<file path="src/rtl/score_counter.sv">
// score_counter
//   Two-player 3-digit BCD score keeper with sticky bonus and rollover flags
//   and a combinational single-digit display mux.
//
// Ports
//   CLK_DRV     in   system clock, rising edge
//   RESET_N     in   asynchronous active-low reset
//   COUNT_1/2   in   score pulse levels; each 0->1 transition adds one point
//   START_GAME  in   synchronous clear of scores and flags (beats score events)
//   PLAYER_SEL  in   display player (0 = P1, 1 = P2)
//   DIGIT_SEL   in   display digit (0 units, 1 tens, 2 hundreds, 3 blank)
//   DIGIT       out  selected BCD digit, 4'hF when blank
//   SCORE_1/2   out  packed BCD score {hundreds, tens, units}
//   BONUS_1/2   out  sticky: score reached BONUS_SCORE
//   ROLL_1/2    out  sticky: score wrapped 999 -> 000 (only if WRAP_FLAG_EN)
module score_counter #(
    parameter logic [11:0] BONUS_SCORE  = 12'h300,
    parameter logic        WRAP_FLAG_EN = 1'b1
) (
    input  logic        CLK_DRV,
    input  logic        RESET_N,
    input  logic        COUNT_1,
    input  logic        COUNT_2,
    input  logic        START_GAME,
    input  logic        PLAYER_SEL,
    input  logic [1:0]  DIGIT_SEL,
    output logic [3:0]  DIGIT,
    output logic [11:0] SCORE_1,
    output logic [11:0] SCORE_2,
    output logic        BONUS_1,
    output logic        BONUS_2,
    output logic        ROLL_1,
    output logic        ROLL_2
);

    logic [1:0]        cnt_q, cnt_d;
    logic [1:0]        evt;
    logic [1:0][11:0]  score_q, score_d;
    logic [1:0][11:0]  inc;
    logic [1:0]        wrap;
    logic [1:0]        bonus_q, bonus_d;
    logic [1:0]        roll_q, roll_d;
    logic [11:0]       disp;

    // Returns {wrap, next}; input is always valid BCD so only 9 needs a carry.
    function automatic logic [12:0] bcd_inc(input logic [11:0] v);
        logic [3:0] u, t, h;
        logic       w;
        u = v[3:0];
        t = v[7:4];
        h = v[11:8];
        w = 1'b0;
        if (u == 4'd9) begin
            u = 4'd0;
            if (t == 4'd9) begin
                t = 4'd0;
                if (h == 4'd9) begin
                    h = 4'd0;
                    w = 1'b1;
                end else begin
                    h = h + 4'd1;
                end
            end else begin
                t = t + 4'd1;
            end
        end else begin
            u = u + 4'd1;
        end
        return {w, h, t, u};
    endfunction

    always_comb begin
        // The edge-detect samples track the inputs even during START_GAME,
        // so a pulse that rises under the clear is never counted later.
        cnt_d   = {COUNT_2, COUNT_1};
        evt     = cnt_d & ~cnt_q;
        score_d = score_q;
        bonus_d = bonus_q;
        roll_d  = roll_q;
        inc     = '0;
        wrap    = '0;
        for (int unsigned p = 0; p < 2; p++) begin
            {wrap[p], inc[p]} = bcd_inc(score_q[p]);
            if (START_GAME) begin
                score_d[p] = '0;
                bonus_d[p] = 1'b0;
                roll_d[p]  = 1'b0;
            end else if (evt[p]) begin
                score_d[p] = inc[p];
                // Valid BCD orders the same as binary, so a plain compare works.
                if (inc[p] >= BONUS_SCORE) begin
                    bonus_d[p] = 1'b1;
                end
                if (wrap[p] && WRAP_FLAG_EN) begin
                    roll_d[p] = 1'b1;
                end
            end
        end
    end

    always_ff @(posedge CLK_DRV or negedge RESET_N) begin
        if (!RESET_N) begin
            cnt_q   <= '1;
            score_q <= '0;
            bonus_q <= '0;
            roll_q  <= '0;
        end else begin
            cnt_q   <= cnt_d;
            score_q <= score_d;
            bonus_q <= bonus_d;
            roll_q  <= roll_d;
        end
    end

    always_comb begin
        disp = PLAYER_SEL ? score_q[1] : score_q[0];
        case (DIGIT_SEL)
            2'd0:    DIGIT = disp[3:0];
            2'd1:    DIGIT = disp[7:4];
            2'd2:    DIGIT = disp[11:8];
            default: DIGIT = 4'hF;
        endcase
    end

    assign SCORE_1 = score_q[0];
    assign SCORE_2 = score_q[1];
    assign BONUS_1 = bonus_q[0];
    assign BONUS_2 = bonus_q[1];
    assign ROLL_1  = roll_q[0];
    assign ROLL_2  = roll_q[1];

endmodule
</file>
<file path="config.mk">
export PLATFORM = sky130hd
export DESIGN_NAME = score_counter
export DESIGN_NICKNAME = d
export VERILOG_FILES = /design/src/rtl/score_counter.sv
export SDC_FILE = /design/constraint.sdc
export NUM_CORES = 1
export LEC_CHECK = 0
export CAP_MARGIN = 20
export CORE_MARGIN = 2
export CORE_UTILIZATION = 45
export DETAILED_ROUTE_END_ITERATION = 10
export PLACE_DENSITY_LB_ADDON = 0.12
export SLEW_MARGIN = 0
export SYNTH_ARGS = -nofsm -noshare
export SYNTH_HDL_FRONTEND = slang
export SYNTH_SLANG_ARGS = --single-unit
</file>
<file path="constraint.sdc">
create_clock -name CLK_DRV -period 1.98 [get_ports CLK_DRV]
set_clock_uncertainty 0.05 [all_clocks]
set_input_delay 0.297 -clock CLK_DRV [delete_from_list [all_inputs] [get_ports CLK_DRV]]
set_output_delay 0.297 -clock CLK_DRV [all_outputs]
set_load 0.01 [all_outputs]
</file>
==> flow_summary.yaml <==
timing:
  period_needed_ns: 1.92
  worst_pin_slew_ns: 0.396
  rsz0062_at_grt: "true"
  slew_viol_final: 0
  finalHoldViolCount: 0
  min_period_over_period: 0.971
  fmax_mhz: 520
  maxSlewHeadroom: 0.736
  setup_viol: 0
route:
  drt_iter0_markers: 105
  via_per_inst: 5.53
  vias: 1835
  wire_per_inst_um: 14.7
  routed_wirelength_um: 4880
  ant_nets: 0
  drt-pass1-iter-count: 4
  drc: 0
power_and_ir_drop:
  power.share.clock: 0.387
  p_total_uw: 1320
  max-vdd-ir-drop_mv: 0.336
  p_leak_uw: 0.00119
  comb_power_share: 0.132
  power.internal_uw: 987
  swShare: 0.250
  p_per_area_nw_per_um2: 494
  p_seq_frac: 0.481
  p_sw_uw: 329
worst_setup_path:
  critPathCaptureType: "output pin"
  crit_arrival_ns: 1.58
  startpoint: "DIGIT_SEL[0]"
  required_ns: 1.63
  r2r_slack_ns: 0.20
  critical_path.max_fanout: 4
  worstSetupPathType: "in -> out"
  reg2reg_depth: 7
  timing.rr.start: "SCORE_2[9]"
  r2r-end: "bonus_q[1]"
  start_kind: "input port"
final_layout:
  syn_to_final_growth_pct: 37.5
  nets: 293
  finalNonFillerCells: 332
  diodes: 0
  drive_above_1_share: 0.184
synth:
  synth.most_common_cell: "dfrtp_1"
  synth-edff-count: 0
  syn_area_um2: 1940
  ys_types: 49
  synthTopCellsByCount: "dfrtp_1, nor2_1, nand2_1, a21oi_1, nor2b_1"
  synth_top_area_share: 0.362
  synth_top_area_cell: "dfrtp_1"
  ys.flop_type: "dfrtp_1"
  synthesis.instances: 215
  synth-seq-cells: 30
  synth.area.top_cells: "dfrtp_1, nor2b_1, nor2_1"
  syn_area_per_cell_um2: 9.00
  synthesis.nets: 227
  yosysSeqAreaShare: 0.389
  ys_warn_count: 0
  async_flop_share: 1.00
placed_design:
  post-dp-hpwl_um: 3570
  numPlacedInstances: 324
  gp_congestion: 0.872
  port_buffers: 39
global_routing:
  grtUsageTotal: 0.221
  grt_max_degree: 31
  overflow: 0
  grt_antenna_before_repair: 0
  grt_pass1_vias: 1816
  grt_pass1_wl_um: 8630
hold_path:
  worst_hold_path_type: "in -> async"
cts:
  clk_pin_slew_worst_paths_ns: 0.06
  clkSinkCount: 30
  cts_buffers: 5
  root_buffer: "clkbuf_8"
  clkLatencyLatePin_ns: 0.29
  clk_path_buf_depth: 2
  post_cts_buffers: 0
  tritoncts: "done"
  cts_htree_levels: 2
  hold_buffers: 0
die:
  fp.dieH_um: 69.6
  dieArea_um2: 4840
  start_util: 0.477
  io_pins: 40
  core_um2: 4060
  rows: 23
  die_x_um: 69.6
run:
  drv_cap: 0
run_status:
  status: "finished clean"
-- worst max-delay path, cell delays in order --
cell	delay, ns
dlygate4sd2_1	0.27
nor2b_4	0.15
a221oi_2	0.26
a21oi_1	0.07
a211o_1	0.26
dlygate4sd2_1	0.28
-- cell type report --
class,count,area (µm²)
Fill cell,361,1400
Multi-Input combinational cell,165,1110
Sequential cell,30,753
Timing Repair Buffer,71,614
Clock buffer,7,86.3
Tap cell,50,62.6
Inverter,8,30.0
Clock inverter,1,5.00
-- worst max path at each step --
stage	depth (start not counted)	slack [ns]	to
finish	6	0.06	DIGIT[3]
global route	7	-0.002	DIGIT[0]
CTS	7	0.02	DIGIT[2]
detailed placement	7	-0.44	DIGIT[2]
global placement	7	-0.43	DIGIT[1]
floorplan	6	0.30	DIGIT[0]
-- repair_timing --
action / 4_1_cts / 5_1_grt
gates resized for setup: 11 / 7
pin swaps: 0 / 2
cloned: 0 / 0
endpoints found under the setup margin: 4 / 4
-- routing by layer --
metal,wire (µm),share of wire,GRT usage
met5,0,0,0
met4,87,0.018,0.0980
met3,172,0.035,0.0305
met2,2340,0.48,0.365
met1,2280,0.47,0.288
-- kinds of logic after synthesis --
family                   share of synthesized area
AND/OR/NAND/NOR                              0.289
AO/OA/AOI/OAI                                0.177
flip-flops                                   0.389
buffers and inverters                       0.0459
XOR/XNOR                                    0.0362
multiplexers                                0.0368
adder cells (fa/ha/maj)                     0.0259
-- per-stage QoR --
step	setup WS (ns)	instance area (µm²)	utilization	TNS (ns)	hold WS, ns
after global routing	-0.00227	2660	0.656	-0.00227	0.416
final	0.0571	2660	0.656	0	0.358
after detailed placement	-0.442	2570	0.633	-1.70	0.458
after floorplan	0.295	1940	-	0	-0.0486
after CTS	0.0191	2670	0.657	0	0.373
after global placement	-0.427	2570	0.633	-1.62	0.447
-- sequential cells by signal (all words and copies together), names as in the netlist --
| signal | cells |
|---|---|
| roll_q | 2 |
| SCORE_1 | 12 |
| SCORE_2 | 12 |
| cnt_q | 2 |
| bonus_q | 2 |
-- power groups by stage --
stage | registers [µW] | logic, µW | clock network [µW]
2_1_floorplan | 650 | 71.7 | 0
3_3_place_gp | 644 | 176 | 0
3_5_place_dp | 644 | 178 | 0
4_1_cts | 633 | 176 | 526
5_1_grt | 634 | 193 | 553
6_report | 633 | 174 | 509
-- placed cells by master (no fill, tap or decap), drive strengths merged, types with 5 or more instances in the layout --
master          n
inv             8
nor3b           5
and4bb          5
buf            32
nor2           21
nand3           5
nand2          17
a21oi          14
clkbuf         10
mux2i           6
dfrtp          28
nor3            6
clkdlybuf4s50  32
a22oi           6
o21ai          10
nor2b          14
Note: power is estimated with default switching activity, not from simulation.
